### src/rtl/v_widen.sv
// v_widen: widens one SEW source beat into two 2*SEW result beats (lower half, then upper half).
// Define V_WIDEN_SIGNED_EN to honour in_signed; otherwise every element is zero-extended.
module v_widen #(
    parameter int REQ_DATA_WIDTH    = 64,
    parameter int RESP_DATA_WIDTH   = 64,
    parameter int SEW_WIDTH         = 2,
    parameter int REQ_BYTE_EN_WIDTH = 8,
    parameter bit ENABLE_64_BIT     = 1'b1
) (
    input  logic                         clk,
    input  logic                         rst,
    input  logic [REQ_DATA_WIDTH-1:0]    in_vec,
    input  logic                         in_valid,
    output logic                         in_ready,
    input  logic [SEW_WIDTH-1:0]         in_sew,
    input  logic                         in_signed,
    input  logic [REQ_BYTE_EN_WIDTH-1:0] in_be,
    output logic [RESP_DATA_WIDTH-1:0]   out_vec,
    output logic [REQ_BYTE_EN_WIDTH-1:0] out_be,
    output logic [SEW_WIDTH-1:0]         out_sew,
    output logic                         out_turn,
    output logic                         out_valid,
    input  logic                         out_ready
);
    localparam int DW = REQ_DATA_WIDTH;
    localparam int HW = DW / 2;
    localparam int BW = REQ_BYTE_EN_WIDTH;

    typedef enum logic [1:0] {IDLE, BEAT0, BEAT1} state_t;
    state_t state, state_nx;

    logic [DW-1:0]        h_vec;
    logic [SEW_WIDTH-1:0] h_sew;
    logic [BW-1:0]        h_be;
    logic                 sx, accept, fire, legal;
    logic [HW-1:0]        half;
    logic [BW/2-1:0]      half_be;
    logic [BW-1:0]        be_w;
    logic [DW-1:0]        w8, w16, w32, wide;

    assign out_valid = state != IDLE;
    assign out_turn  = state == BEAT1;
    assign in_ready  = (state == IDLE) | ((state == BEAT1) & out_ready);
    assign accept    = in_valid & in_ready;
    assign fire      = out_valid & out_ready;

    always_comb begin
        state_nx = state;
        case (state)
            IDLE:    state_nx = accept ? BEAT0 : IDLE;
            BEAT0:   state_nx = fire ? BEAT1 : BEAT0;
            BEAT1:   state_nx = fire ? (accept ? BEAT0 : IDLE) : BEAT1;
            default: state_nx = IDLE;
        endcase
    end

    always_ff @(posedge clk or negedge rst) begin
        if (!rst) begin
            state <= IDLE;
            h_vec <= '0;
            h_sew <= '0;
            h_be  <= '0;
        end else begin
            state <= state_nx;
            if (accept) begin
                h_vec <= in_vec;
                h_sew <= in_sew;
                h_be  <= in_be;
            end
        end
    end

`ifdef V_WIDEN_SIGNED_EN
    logic h_signed;
    always_ff @(posedge clk or negedge rst) begin
        if (!rst)
            h_signed <= 1'b0;
        else if (accept)
            h_signed <= in_signed;
    end
    assign sx = h_signed;
`else
    logic unused_signed;
    assign unused_signed = in_signed;
    assign sx = 1'b0;
`endif

    // 64-bit results only exist when the 32b source width is enabled
    assign legal = (h_sew < SEW_WIDTH'(2)) | ((h_sew == SEW_WIDTH'(2)) & ENABLE_64_BIT);

    always_comb begin
        half    = out_turn ? h_vec[DW-1:HW] : h_vec[HW-1:0];
        half_be = out_turn ? h_be[BW-1:BW/2] : h_be[BW/2-1:0];
        w8      = '0;
        w16     = '0;
        w32     = '0;
        be_w    = '0;
        for (int k = 0; k < DW / 16; k++)
            w8[k*16 +: 16] = {{8{sx & half[k*8+7]}}, half[k*8 +: 8]};
        for (int k = 0; k < DW / 32; k++)
            w16[k*32 +: 32] = {{16{sx & half[k*16+15]}}, half[k*16 +: 16]};
        for (int k = 0; k < DW / 64; k++)
            w32[k*64 +: 64] = {{32{sx & half[k*32+31]}}, half[k*32 +: 32]};
        for (int j = 0; j < BW; j++)
            be_w[j] = half_be[j/2];
        wide = (h_sew == SEW_WIDTH'(0)) ? w8 : (h_sew == SEW_WIDTH'(1)) ? w16 : w32;
    end

    assign out_vec = (out_valid & legal) ? wide : '0;
    assign out_be  = (out_valid & legal) ? be_w : '0;
    assign out_sew = out_valid ? h_sew + SEW_WIDTH'(1) : '0;
endmodule
### config.mk
export PLATFORM = sky130hd
export DESIGN_NAME = v_widen
export DESIGN_NICKNAME = d
export VERILOG_FILES = /design/src/rtl/v_widen.sv
export SDC_FILE = /design/constraint.sdc
export NUM_CORES = 1
export LEC_CHECK = 0
export ABC_AREA = 0
export CAP_MARGIN = 5
export CORE_ASPECT_RATIO = 0.75
export CORE_MARGIN = 4
export CORE_UTILIZATION = 30
export DETAILED_ROUTE_END_ITERATION = 10
export GPL_TIMING_DRIVEN = 0
export SLEW_MARGIN = 10
export SYNTH_ARGS = -nofsm -noshare
export SYNTH_HDL_FRONTEND = slang
export SYNTH_SLANG_ARGS = --single-unit
### constraint.sdc
create_clock -name clk -period 1.6 [get_ports clk]
set_input_delay 0.16 -clock clk [delete_from_list [all_inputs] [get_ports clk]]
set_output_delay 0.16 -clock clk [all_outputs]
set_load 0.1 [all_outputs]
==> results by group, run 1 <==
Route
  – Drt pass-1 iters: 4
  – DRT iter0 DRCs: 121
  – Post-Route WL: about 14 mm
  – Routed vias/inst: 4.65
  – WL/cell: between 15 and 20 um
  – Number of routed nets with antenna violations: 0
  – DRC: 0
  – Vias: approximately 3200

Synth
  – XOR/XNOR share of the synthesized area: 0
  – Mapped Area: between 4000 and 5000 um^2
  – Prevailing post-synth register cell: dfrtp_1
  – Yosys top cell by area: dfrtp_1
  – Flops & latches, synth: 76
  – Most frequent cell after synthesis: dfrtp_1
  – Top-area cell type share of the netlist area: 0.475
  – Register area share after synthesis: 0.475
  – Compound-gate portion of the synthesized area: 0.0422
  – Asr flop ratio synth: 1.00
  – Ys Warns: 0
  – Post-synth top cells: dfrtp_1, mux2_4, nor2_1, mux2i_1
  – Post-synthesis average cell area: around 13 um^2
  – Mapped Cells: between 300 and 400
  – Number of enable flip-flop cells after synthesis: 0
  – Adder-Cell Fraction of Synth Area: 0.00938
  – Simple-gate share of the synthesized area: 0.0716
  – Post-synthesis mux area share: 0.324
  – Synth top area cells: dfrtp_1, mux2_4, mux2i_1
  – Post-synthesis cell type count: 29
  – Largest family of logic cells by synthesized area: multiplexers

Global routing
  – First-pass GRT wire length: between 20 and 25 mm
  – Vias in the first global route: approximately 3600
  – Congestion Overflow GR: 0
  – Largest net degree at the start of global routing: 40
  – Initial antenna violation count: 0
  – GRT Util Overall: 0.181

STA
  – Slew @ Worst Pin: between 0.5 and 0.6 ns
  – Tmin final: around 2.4 ns
  – Worst Setup Slack, final: -0.789 ns
  – Setup repair after global routing missed its margin: true
  – Pins over their slew limit: 0
  – Final setup fails: 140
  – Skew final: approximately 0.0045 ns
  – Max_slew headroom: 0.645
  – Hold Fails Final Rpt: 0
  – Hold_ws: about 0.35 ns
  – Fmax: approximately 0.42 GHz
  – Final Cycle Share: 1.49

Run status
  – Failing checks: setup timing
  – Outcome: finished, violations left

Placed design
  – RePlAce Congestion: 0.750
  – DP Wirelength: about 8.6 mm
  – PortBufs: roughly 150
  – Place WS: -1.57 ns

Floorplan
  – Total core area: between 10000 and 15000 um^2
  – Initial Util: 0.307
  – Die Y-Extent: between 100 and 150 um
  – Row count: 36
  – I/O pin cnt: roughly 160
  – Die footprint: about 15000 um^2
  – Die X: roughly 140 um

Setup path
  – Delay of the slowest cell on the worst path: roughly 0.55 ns
  – Startpoint Class: flip-flop
  – Largest fanout on the critical path: 7
  – Crit path to: out_vec[22]
  – R2r startpoint: state[0]
  – Cell Chain, Critical Path: ha_4 > or4_4 > buf_12 > buf_16 > o22ai_4 > buf_12
  – Worst R2R Path Depth: 7
  – Arrival time at the worst endpoint: 2.23 ns
  – Reg2reg setup slack: -0.22 ns
  – Crit-path most repeated cell: buf_12
  – CP top delay family: simple AND/OR/NAND/NOR gates
  – Worst setup EP type: output port
  – Slowest-stage cell, CP: or4_4
  – Crit path depth: 6
  – Worst R2R End: h_vec[19]
  – CP required: approximately 1.4 ns
  – Critical path class: reg2out
  – CP startpoint: h_sew[0]
  – Worst path bufs/invs: 3

Final layout
  – Ratio of cells with drive above 1 in the final layout: 0.681
  – Multi-input gate area: about 2800 um^2
  – Fill cells: 902
  – Area grow syn2layout: 113%
  – Ant. Diodes: 0
  – Reg area: about 1900 um^2
  – Nets: around 600

Clocking
  – CTS clock-pin slew for the worst setup and hold paths: ~0.06 ns
  – Number of CTS-inserted buffers: 9
  – Sinks on the clock net: between 70 and 80
  – CTS tree: done
  – CTS root buf: clkbuf_16
  – H-tree depth reported by CTS: 3
  – Clock Path Buffers: 2
  – Clock Latency Late Sink: between 0.3 and 0.4 ns

Run
  – Max-cap violation count: 0

Worst hold path
  – HP Class: in2async
==> per-layer routing <==
| layer | track usage | vias to the layer above | part of all wire |
|---|---|---|---|
| li1 | - | 1468 | - |
| met1 | 0.247 | 1619 | 0.46 |
| met2 | 0.281 | 105 | 0.46 |
| met3 | 0.0597 | 13 | 0.068 |
| met4 | 0.0445 | 0 | 0.012 |
| met5 | 0 | - | 0 |
==> layout by cell type (no fill, tap or decap), types with 3 or more instances in the layout <==
cell type        instances
nor2_4                  53
buf_4                   25
mux2i_4                 24
buf_12                  88
conb_1                   8
dfrtp_1                 73
dfrtp_2                  3
clkdlybuf4s50_1         76
o22ai_4                  8
mux2_4                  73
buf_8                    8
ha_4                     3
buf_6                   18
buf_16                   6
clkbuf_16                9
a22oi_2                 12
==> state kept, by name, summed over array words and instances (netlist names) <==
name   cells
state      2
h_vec     64
h_sew      2
h_be       8
==> layout make-up <==
class                           instances  share of cell area
Buffer                                 24              0.0445
Clock buffer                           10              0.0281
Clock inverter                          6             0.00750
Inverter                                4             0.00353
Multi-Input combinational cell        198               0.333
Sequential cell                        76               0.224
Tap cell                              171              0.0251
Timing Repair Buffer                  200               0.335
==> kinds of logic after synthesis <==
family / after synthesis
buffers and inverters: 35
other: 1
multiplexers: 98
AND/OR/NAND/NOR: 65
flip-flops: 76
adder cells (fa/ha/maj): 3
AO/OA/AOI/OAI: 24
==> metrics by stage <==
step | instances | area (um^2) | TNS, ns | util
global route | 689 | 8510 | -49.60 | 0.654
floorplan | 309 | 4740 | -25.85 | -
detailed placement | 627 | 6430 | -101.34 | 0.494
CTS | 689 | 8520 | -43.85 | 0.654
finish | 689 | 8510 | -41.36 | 0.654
global placement | 626 | 6410 | -284.54 | 0.493
==> timing repair <==
item	CTS	global route
pin swaps	37	15
gates cloned	11	0
hold buffers	1	0
hold endpoints to repair	38	0
setup endpoints to repair	139	142
setup buffers	35	14
gates resized for setup	719	44
==> worst min path at each step <==
stage,end,slack (ns)
3_3_place_gp,h_vec[63],0.49
5_1_grt,h_vec[6],0.39
2_1_floorplan,h_be[0],-0.14
4_1_cts,h_vec[6],0.36
6_report,h_vec[6],0.35
3_5_place_dp,h_vec[38],0.18
==> worst register-to-register path, delay by kind of cell (launching register included) <==
kind / cells / cell delay, ns
flip-flops: 1 / 0.38
AND/OR/NAND/NOR: 1 / 0.29
multiplexers: 1 / 0.30
buffers and inverters: 5 / 0.72
Power of run 1 is not shown: default switching activity piles up to over one toggle a cycle in this logic, so the estimate is an artifact.
==> run 2, diff against run 1 <==
DONT_BUFFER_PORTS = 1   (was unset)
==> run 2 against run 1 <==
The run ends with hold timing, setup timing left. Sequential cell count unchanged. Register-to-register slack lost 0.27 ns. Sequential share of layout area increased by 4.4 points. Wire length is 5.6% lower. Critical path depth shrank 1. Global-route usage shrank 0.95 points. Die area did not move. First-iteration DRC count decreased by 48%. Cell count fell by 10%. Worst hold slack lost 0.83 ns. Via count decreased by 10%. Largest cell class is now multi-input combinational cells.
==> results by group, run 2 (synthesis gave the netlist of run 1 again) <==
Final layout
  – Final Core Density: 0.547
  – Ratio of cells with drive above 1 in the final layout: 0.624
  – Ant. Diodes: 0
  – Commonest non-fill, non-tap cells in the layout: dlygate4sd3_1, mux2_4, dfrtp_1, nor2_4, buf_12
  – Largest register FFs: 64
  – Top Registers: h_vec (64), h_be (8)
  – Reg with most FFs: h_vec
  – Most common cell after layout, fill and taps aside: dlygate4sd3_1
  – Fill cells: between 1000 and 1500
  – Nets: ~530
  – Area grow syn2layout: 77.8%

Setup path
  – Critical path class: reg2out
  – Worst setup EP type: output port
  – Delay of the slowest cell on the worst path: ~0.59 ns
  – Cell Chain, Critical Path: ha_4 > or4_4 > buf_12 > buf_12 > o22ai_4
  – Reg2reg setup slack: -0.49 ns
  – Arrival time at the worst endpoint: about 2.4 ns
  – Startpoint Class: flip-flop
  – CP top delay family: compound AO/OA/AOI/OAI gates
  – Worst path bufs/invs: 2
  – Crit-path most repeated cell: buf_12
  – Slowest-stage cell, CP: o22ai_4
  – CP required: approximately 1.4 ns
  – Largest fanout on the critical path: 5

STA
  – Slew @ Worst Pin: ~0.76 ns
  – Worst Setup Slack, final: -0.962 ns
  – Max_slew headroom: 0.503
  – Hold_ws: -0.479 ns
  – Final Cycle Share: 1.60
  – Tmin final: between 2 and 3 ns
  – Pins over their slew limit: 0
  – Final setup fails: approximately 140
  – Fmax: around 0.39 GHz
  – Setup repair after global routing missed its margin: true
  – Skew final: 0.00440 ns
  – Hold Fails Final Rpt: 76

Route
  – Vias: ~2900
  – Number of routed nets with antenna violations: 0
  – DRT iter0 DRCs: 63
  – DRC: 0
  – WL/cell: 20.8 um
  – Post-Route WL: approximately 13 mm
  – Routed vias/inst: 4.66
  – Drt pass-1 iters: 4

Clocking
  – CTS root buf: clkbuf_16
  – CTS clock-pin slew for the worst setup and hold paths: about 0.060 ns
  – CTS tree: done
  – Clock Path Buffers: 2
  – H-tree depth reported by CTS: 3
  – Hold-fix buffers at CTS: 76
  – Sinks on the clock net: 76
  – Number of CTS-inserted buffers: 9
  – Clock Latency Late Sink: 0.33 ns

Global routing
  – GRT Util Overall: 0.172
  – First-pass GRT wire length: about 20 mm
  – Congestion Overflow GR: 0
  – Initial antenna violation count: 0
  – Vias in the first global route: between 3000 and 4000
  – Largest net degree at the start of global routing: 77

Run status
  – Failing checks: hold timing, setup timing
  – Outcome: finished, violations left

Placed design
  – RePlAce Congestion: between 0.7 and 0.8
  – DP Wirelength: 7.89 mm
  – PortBufs: 0

Floorplan
  – Die X: between 100 and 150 um
  – Total core area: approximately 13000 um^2
  – Initial Util: 0.307
  – Row count: 36
  – Die Y-Extent: between 100 and 150 um
  – I/O pin cnt: 156
  – Die footprint: around 15000 um^2

Worst hold path
  – HP Class: in2async

Run
  – Max-cap violation count: 0
[run 2: timing repair]
item,in CTS,in global routing
setup buffers,37,18
pin swaps,52,39
resized for setup,125,16
endpoints found under the setup margin,139,143
endpoints found under the hold margin,152,76
cloned,13,0
[run 2: worst register-to-register path, cell delays in order (launching register included)]
cell,delay [ns]
dfrtp_1,0.40
buf_6,0.13
buf_6,0.12
buf_8,0.13
buf_6,0.11
nor3b_4,0.25
buf_6,0.19
buf_12,0.12
buf_12,0.11
buf_12,0.12
mux2_4,0.30
[run 2: routing by layer]
metal | wire, um | share of wire | up-vias | track usage
met4 | 97 | 0.0075 | 0 | 0.0349
met3 | 739 | 0.057 | 8 | 0.0469
li1 | - | - | 1321 | -
met5 | 0 | 0 | - | 0
met1 | 5930 | 0.46 | 1455 | 0.232
met2 | 6110 | 0.47 | 96 | 0.280
[run 2: area by class of cell]
type,count,area [um^2],share of cell area
flip-flops and latches,76,1900,0.268
multi-input cells,198,2730,0.384
inverters,4,31.3,0.00440
plain buffers,26,414,0.0582
clock inverters,6,32.5,0.00457
repair buffers,128,1560,0.219
clock buffers,9,225,0.0317
well taps,171,214,0.0301
[run 2: final timing paths]
check	from	to	depth (start not counted)
max in group asynchronous	rst	state[1]	0
hold reg to reg	h_vec[50]	h_vec[50]	1
min in group clk	out_ready	state[0]	2
setup reg to reg	state[0]	h_vec[58]	10
setup / recovery	h_sew[0]	out_vec[18]	5
hold / removal	rst	h_vec[6]	0
[run 2: through the flow]
stage	hold slack (ns)	setup TNS [ns]	instances	cell area (um^2)	setup slack, ns
2_1_floorplan	-0.136	-25.85	309	4740	-0.626
3_3_place_gp	-0.133	-43.66	480	4950	-0.933
3_5_place_dp	-0.133	-45.35	480	4950	-0.964
4_1_cts	-0.495	-71.31	619	7220	-0.981
5_1_grt	-0.503	-83.28	618	7120	-1.04
6_report	-0.479	-74.35	618	7120	-0.962
Power of run 2 is left out for the same reason.
